===== src/rtl/envelope_vca_if.sv =====
// Stream and envelope-control signals of envelope_vca, grouped for port connection.
// slave is the DUT view; master is the driver/consumer view.
interface envelope_vca_if #(
  parameter int unsigned SW = 16,
  parameter int unsigned EW = 18
);
  logic signed [SW-1:0] s_data;
  logic                 s_valid;
  logic                 s_ready;
  logic        [EW-1:0] env_value;
  logic                 env_busy;
  logic signed [SW-1:0] m_data;
  logic                 m_valid;
  logic                 m_ready;
  logic                 clamp_flag;
  logic                 clr_flag;

  modport master (
    output s_data, s_valid, env_value, env_busy, m_ready, clr_flag,
    input  s_ready, m_data, m_valid, clamp_flag
  );

  modport slave (
    input  s_data, s_valid, env_value, env_busy, m_ready, clr_flag,
    output s_ready, m_data, m_valid, clamp_flag
  );
endinterface


===== src/rtl/envelope_vca.sv =====
// Two-stage VCA: scales signed samples by an envelope-derived 7-bit gain (unity = 128).
// Optional macro ENVELOPE_VCA_SMOOTH_EN slews the applied gain by at most 1 per accept.
module envelope_vca #(
  parameter int unsigned SW   = 16,
  parameter int unsigned EW   = 18,
  parameter int unsigned GMAX = 127
) (
  input  logic          clk,
  input  logic          rst_b,
  envelope_vca_if.slave bus
);

  logic                 advance;
  logic                 accept;
  logic                 over_gmax;
  logic [7:0]           target_gain;
  logic [7:0]           applied_gain;

  logic                 s1_valid_q, s1_valid_d;
  logic signed [SW-1:0] s1_data_q, s1_data_d;
  logic [7:0]           s1_gain_q, s1_gain_d;
  logic                 s2_valid_q, s2_valid_d;
  logic signed [SW-1:0] s2_data_q, s2_data_d;
  logic                 clamp_q, clamp_d;

  logic signed [SW+8:0] product;
  logic signed [SW-1:0] scaled;

  assign advance   = !s2_valid_q || bus.m_ready;
  assign accept    = bus.s_valid && advance;
  assign over_gmax = bus.env_value > EW'(GMAX);

  always_comb begin
    target_gain = 8'd0;
    if (bus.env_busy) begin
      target_gain = over_gmax ? 8'(GMAX) : bus.env_value[7:0];
    end
  end

`ifdef ENVELOPE_VCA_SMOOTH_EN
  logic [7:0] gain_q, gain_d;

  always_comb begin
    applied_gain = gain_q;
    if (target_gain > gain_q) begin
      applied_gain = gain_q + 8'd1;
    end else if (target_gain < gain_q) begin
      applied_gain = gain_q - 8'd1;
    end
    gain_d = accept ? applied_gain : gain_q;
  end

  always_ff @(posedge clk) begin
    if (!rst_b) begin
      gain_q <= 8'd0;
    end else begin
      gain_q <= gain_d;
    end
  end
`else
  assign applied_gain = target_gain;
`endif

  // Gain is zero-extended so the multiply stays signed; +64 rounds before the /128.
  assign product = s1_data_q * $signed({1'b0, s1_gain_q});
  assign scaled  = SW'((product + $signed((SW + 9)'(64))) >>> 7);

  always_comb begin
    s1_valid_d = s1_valid_q;
    s1_data_d  = s1_data_q;
    s1_gain_d  = s1_gain_q;
    s2_valid_d = s2_valid_q;
    s2_data_d  = s2_data_q;
    clamp_d    = clamp_q;

    if (advance) begin
      s1_valid_d = bus.s_valid;
      if (accept) begin
        s1_data_d = bus.s_data;
        s1_gain_d = applied_gain;
      end
      s2_valid_d = s1_valid_q;
      if (s1_valid_q) begin
        s2_data_d = scaled;
      end
    end

    if (bus.clr_flag) begin
      clamp_d = 1'b0;
    end
    if (accept && bus.env_busy && over_gmax) begin
      clamp_d = 1'b1;
    end
  end

  always_ff @(posedge clk) begin
    if (!rst_b) begin
      s1_valid_q <= 1'b0;
      s1_data_q  <= '0;
      s1_gain_q  <= 8'd0;
      s2_valid_q <= 1'b0;
      s2_data_q  <= '0;
      clamp_q    <= 1'b0;
    end else begin
      s1_valid_q <= s1_valid_d;
      s1_data_q  <= s1_data_d;
      s1_gain_q  <= s1_gain_d;
      s2_valid_q <= s2_valid_d;
      s2_data_q  <= s2_data_d;
      clamp_q    <= clamp_d;
    end
  end

  assign bus.s_ready    = advance;
  assign bus.m_valid    = s2_valid_q;
  assign bus.m_data     = s2_valid_q ? s2_data_q : '0;
  assign bus.clamp_flag = clamp_q;

endmodule


===== src/flat_wrapper.sv =====
// flat-port wrapper written by rule: the top's interface ports become plain ports
module envelope_vca_flat 
#(
  parameter int unsigned SW   = 16,
  parameter int unsigned EW   = 18,
  parameter int unsigned GMAX = 127
)
  (clk, rst_b, bus_s_data, bus_s_valid, bus_env_value, bus_env_busy, bus_m_ready, bus_clr_flag, bus_s_ready, bus_m_data, bus_m_valid, bus_clamp_flag);
  envelope_vca_if #(.SW(SW), .EW(EW)) bus_i ();
  input  logic clk;
  input  logic rst_b;
  input wire logic [$bits(bus_i.s_data)-1:0] bus_s_data;
  input wire logic [$bits(bus_i.s_valid)-1:0] bus_s_valid;
  input wire logic [$bits(bus_i.env_value)-1:0] bus_env_value;
  input wire logic [$bits(bus_i.env_busy)-1:0] bus_env_busy;
  input wire logic [$bits(bus_i.m_ready)-1:0] bus_m_ready;
  input wire logic [$bits(bus_i.clr_flag)-1:0] bus_clr_flag;
  output wire logic [$bits(bus_i.s_ready)-1:0] bus_s_ready;
  output wire logic [$bits(bus_i.m_data)-1:0] bus_m_data;
  output wire logic [$bits(bus_i.m_valid)-1:0] bus_m_valid;
  output wire logic [$bits(bus_i.clamp_flag)-1:0] bus_clamp_flag;
  assign bus_i.s_data = bus_s_data;
  assign bus_i.s_valid = bus_s_valid;
  assign bus_i.env_value = bus_env_value;
  assign bus_i.env_busy = bus_env_busy;
  assign bus_i.m_ready = bus_m_ready;
  assign bus_i.clr_flag = bus_clr_flag;
  assign bus_s_ready = bus_i.s_ready;
  assign bus_m_data = bus_i.m_data;
  assign bus_m_valid = bus_i.m_valid;
  assign bus_clamp_flag = bus_i.clamp_flag;
  envelope_vca #(.SW(SW), .EW(EW), .GMAX(GMAX)) u_core (.clk(clk), .rst_b(rst_b), .bus(bus_i));
endmodule

===== config.mk =====
export PLATFORM = sky130hd
export DESIGN_NAME = envelope_vca_flat
export DESIGN_NICKNAME = d
export VERILOG_FILES = /design/src/rtl/envelope_vca_if.sv /design/src/rtl/envelope_vca.sv /design/src/flat_wrapper.sv
export SDC_FILE = /design/constraint.sdc
export NUM_CORES = 1
export LEC_CHECK = 0
export CAP_MARGIN = 20
export CORE_ASPECT_RATIO = 0.5
export CORE_UTILIZATION = 60
export DETAILED_ROUTE_END_ITERATION = 6
export GPL_TIMING_DRIVEN = 0
export PLACE_DENSITY = 0.82
export SLEW_MARGIN = 20
export SYNTH_ARGS = -nofsm -noshare
export SYNTH_HDL_FRONTEND = slang
export SYNTH_SLANG_ARGS = --single-unit

===== constraint.sdc =====
create_clock -name clk -period 7.2 [get_ports clk]
set_input_delay 1.44 -clock clk [delete_from_list [all_inputs] [get_ports clk]]
set_output_delay 1.44 -clock clk [all_outputs]
set_load 0.02 [all_outputs]

Word-level counts from Yosys, hierarchy flattened
Index checks and enable logic that the tools add are counted.
{"block": "word_totals", "inputBits": 40, "output_inout_bits": 19, "wordCells": 22, "reg_bits": 43}
{"block": "classes", "add_sub_neg": 1, "n_mul": 1, "order_cmp": 1, "muxes": 5, "n_reduce_logical": 8}
{"operator": "$add A23 B8 Y23 const B", "n": 1}
{"operator": "$mul A16 B9 Y23", "n": 1}
{"operator": "$gt A18 B7 Y1 const B", "n": 1}
{"operator": "$mux W16", "n": 1}
{"operator": "$mux W8", "n": 2}
{"operator": "$reduce_and A2 Y1", "n": 2}
{"operator": "$logic_and A1 B1 Y1", "n": 3}
{"operator": "$mux W1", "n": 2}
{"operator": "$reduce_bool A2 Y1", "n": 1}
{"operator": "$logic_not A1 Y1", "n": 1}
{"operator": "$logic_or A1 B1 Y1", "n": 1}

Longest topological paths before layout
{"block": "depth", "ltp_word": 6, "ltp_mapped": 18, "mapped_depth_nobuf": 16}

Worst setup path after synthesis
No wires, ideal clock.
{"block": "synth_timing", "path_type": "register -> register", "start": "reg u_core.s1_gain_q[2]", "end": "reg u_core.s2_data_q[11]", "arrival_ns": 4.984, "required_time_ns": 7.083, "period_less_slack_ns": 5.101, "path_buffers": 2, "setup_time_ns": 0.117, "slack_ns": 2.099, "stages_incl_launch_ff": 17, "path_cell_list": "dfxtp_1 -> clkbuf_1 -> clkbuf_1 -> nand2_1 -> fa_1 -> inv_1 -> fa_1 -> fa_1 -> fa_1 -> ha_1 -> ha_1 -> and4_1 -> nor2b_1 -> o31a_1 -> or2_1 -> a311o_1 -> a32o_1"}
{"block": "synth_between", "elab_chain_len": 2}
{"item": "from (decl)", "line_no": "envelope_vca.sv:21", "rtl": "logic [7:0] s1_gain_q, s1_gain_d;"}
{"item": "from (signal assigned)", "line_no": "envelope_vca.sv:107", "rtl": "s1_gain_q <= s1_gain_d;"}
{"item": "$mul A16 B9 Y23", "line_no": "envelope_vca.sv:65", "rtl": "assign product = s1_data_q * $signed({1'b0, s1_gain_q});"}
{"item": "$add A23 B8 Y23", "line_no": "envelope_vca.sv:66", "rtl": "assign scaled = SW'((product + $signed((SW + 9)'(64))) >>> 7);"}
{"item": "to (signal assigned)", "line_no": "envelope_vca.sv:109", "rtl": "s2_data_q <= s2_data_d;"}
{"item": "to (decl)", "line_no": "envelope_vca.sv:23", "rtl": "logic signed [SW-1:0] s2_data_q, s2_data_d;"}
Every way passes these cells.
A chain may end at the register's enable or synchronous reset.

Worst setup path in the final report
Ends and elaborated chain as after synthesis.

==> impl_metrics.ini <==
[synth]
synth.avg_cell_area_um2 = 9.14
synth_seq_area_share_pct = 14.4
ys_seq_elements = 43
synth_area_mm2 = 0.00599
syn_inst = 655
async_flop_share_pct = 0
synth_cell_type_count = 59
synth_edf_count = 0
synth.net_count = 847
ys.flop_type = dfxtp_1
yosysWarningCount = 0

[finish]
nets = 910
final_cell_mix = nand2_1, fa_1, and2_1
final_common_cell = nand2_1
postLayoutCellArea_mm2 = 0.00686
diodes = 0
fin_util_pct = 71.7
area_growth_pct = 14.7
drive_gt1_share_pct = 3.06
fill_cells = 764

[timing]
slew_viol_final = 0
rsz0062_at_grt = no
period_share_pct = 82.9
finClkSkew_ns = 0.00336
final.min_clock_period_ns = 5.97
setup_viol = 0
relSlewSlack_pct = 56.7
tns_ns = 0
fmax_mhz = 168
hold_viol_final = 0
worst_pin_slew_ns = 0.649

[critical_path]
reg2reg_slack_ns = 1.23
r2r_start = u_core.s1_gain_q[2]
cp-end-kind = flop
critPathLaunch = u_core.s1_gain_q[2]
worstPathArrival_ns = 6.16
critPathMaxFanout = 10
crit_type = flop to flop
critPathLaunchType = flop
worstPathRequired_ns = 7.39

[route]
wl_per_cell_um = 17.2
viasPerCell = 5.67
dr.pass1.iters = 5
routed_wl_mm = 14.7
vias = 4846
antenna_left = 0
drc_errors = 0
wl_met2_mm = 7.25
drt_iter0_drc = 318
route.met3.wl_mm = 1.19
maxUsedRoutingLayer = met4
drt-met1-wl_mm = 6.08

[global_routing]
grt_max_degree = 16
track_usage_pct = 31.5
grt.overflow.total = 0
grt_pass1_vias = 5064
grt_antenna_before_repair = 0
grt_pass1_wl_mm = 24.7

[worst_hold_path]
hp-start = u_core.s2_data_q[8]
hold_path.class = flop to flop

[die]
core_region_area_mm2 = 0.00957
io_pins = 59
start_util_pct = 62.5
die_width_um = 143
row_count = 25
dieHeight_um = 72.6
die_area_mm2 = 0.0104

[status]
status = complete, no violations

[clock_network]
cts.sinks = 43
clkTransAtPathRegs_ns = 0.07
post-cts-setup-buffers = 0
ctsHoldBuffers = 0
clk_latency_ns = 0.29
htreeDepth = 2
ctsLongestPathBuffers = 2
tritoncts = yes
cts-root-buf = clkbuf_16
numCtsBuffers = 5
cts_resized = 0

[placed_design]
place.gp.congestion = 0.854
portBuffers = 56
dpl.hpwl_mm = 11.9
postPlaceCellArea_mm2 = 0.00672

[pwr]
p_per_area_mw_per_mm2 = 103
vdd_drop_max_mv = 0.126
p_leak_uw = 0.00344

[job]
cap_violations = 0
-- flip-flops by register name (all words and copies together) (netlist names) --
register,cells
u_core.s1_data_q,16
u_core.s2_data_q,16
u_core.s1_gain_q,8
u_core.bus.clamp_flag,1
u_core.bus.m_valid,1
u_core.s1_valid_q,1
-- per-stage QoR --
stage	instances	power, uW	hold WS (ns)	setup slack (ns)
4_1_cts	854	702	0.456	1.33
2_1_floorplan	655	394	0.417	2.10
3_5_place_dp	846	466	0.447	1.35
3_3_place_gp	846	458	0.437	1.50
6_report	854	706	0.458	1.23
5_1_grt	854	740	0.487	1.07
-- cells by family after synthesis --
group	count (synthesis)	synth area share, %
xor+xnor	12	1.76
flops	43	14.4
simple gates	256	22.1
fa+ha+maj	152	43.9
buf+inv	109	6.86
compound gates	83	11.0
-- power breakdown --
part	leakage (uW)	switching, uW	internal, uW
logic	0.00302	112	84.9
clock network	0.0000664	112	130
registers	0.000352	15.8	251
-- layout make-up --
cell class / instances / area (um^2) / area share (%)
inverter: 76 / 285 / 4.16
clock inverter: 3 / 23.8 / 0.346
buffer: 33 / 125 / 1.82
tap: 135 / 169 / 2.46
timing repair buffer: 56 / 561 / 8.17
multi-input combinational: 503 / 4710 / 68.7
sequential: 43 / 861 / 12.5
clock buffer: 5 / 125 / 1.82
-- final timing paths --
| check | endpoint | cells past startpoint |
|---|---|---|
| worst max-delay path | u_core.s2_data_q[11] | 18 |
| worst min-delay path | u_core.s2_data_q[8] | 2 |
| worst min register to register | u_core.s2_data_q[8] | 2 |
| worst max register to register | u_core.s2_data_q[11] | 18 |
-- synth_stat cells, types with 4 or more instances --
cell type	instances	area (um^2)
ha_1	55	688
fa_1	97	1940
dfxtp_1	43	861
nor2_1	9	33.8
or3_1	4	25.0
nand3_1	11	55.1
clkbuf_1	32	120
xnor2_1	8	70.1
xor2_1	4	35.0
o211ai_1	9	67.6
a21o_1	4	30.0
o21a_1	4	30.0
nand2_1	111	417
and2_1	86	538
inv_1	75	282
and2_2	4	30.0
a21oi_1	6	30.0
nor3_1	5	25.0
nor2b_1	4	25.0
a21boi_1	24	180
-- worst max-delay path, cell delays in order, from the launching register on --
cell      delay (ns)
dfxtp_1         0.31
clkbuf_1        0.43
clkbuf_1        0.52
nand2_1         0.17
fa_1            0.58
inv_1           0.06
fa_1            0.50
inv_1           0.05
fa_1            0.47
inv_1           0.05
fa_1            0.52
ha_1            0.33
ha_1            0.35
o21a_1          0.21
o21ai_2         0.33
nor3_4          0.11
or2_1           0.27
a311o_1         0.37
a32o_1          0.26
-- per-layer routing --
| metal | GRT usage (%) | up-vias |
|---|---|---|
| met5 | 0 | - |
| met4 | 6.26 | 0 |
| met3 | 6.23 | 20 |
| met2 | 55.7 | 173 |
| met1 | 40.8 | 2427 |
| li1 | - | 2226 |
Power figures use the tool's default switching activity.
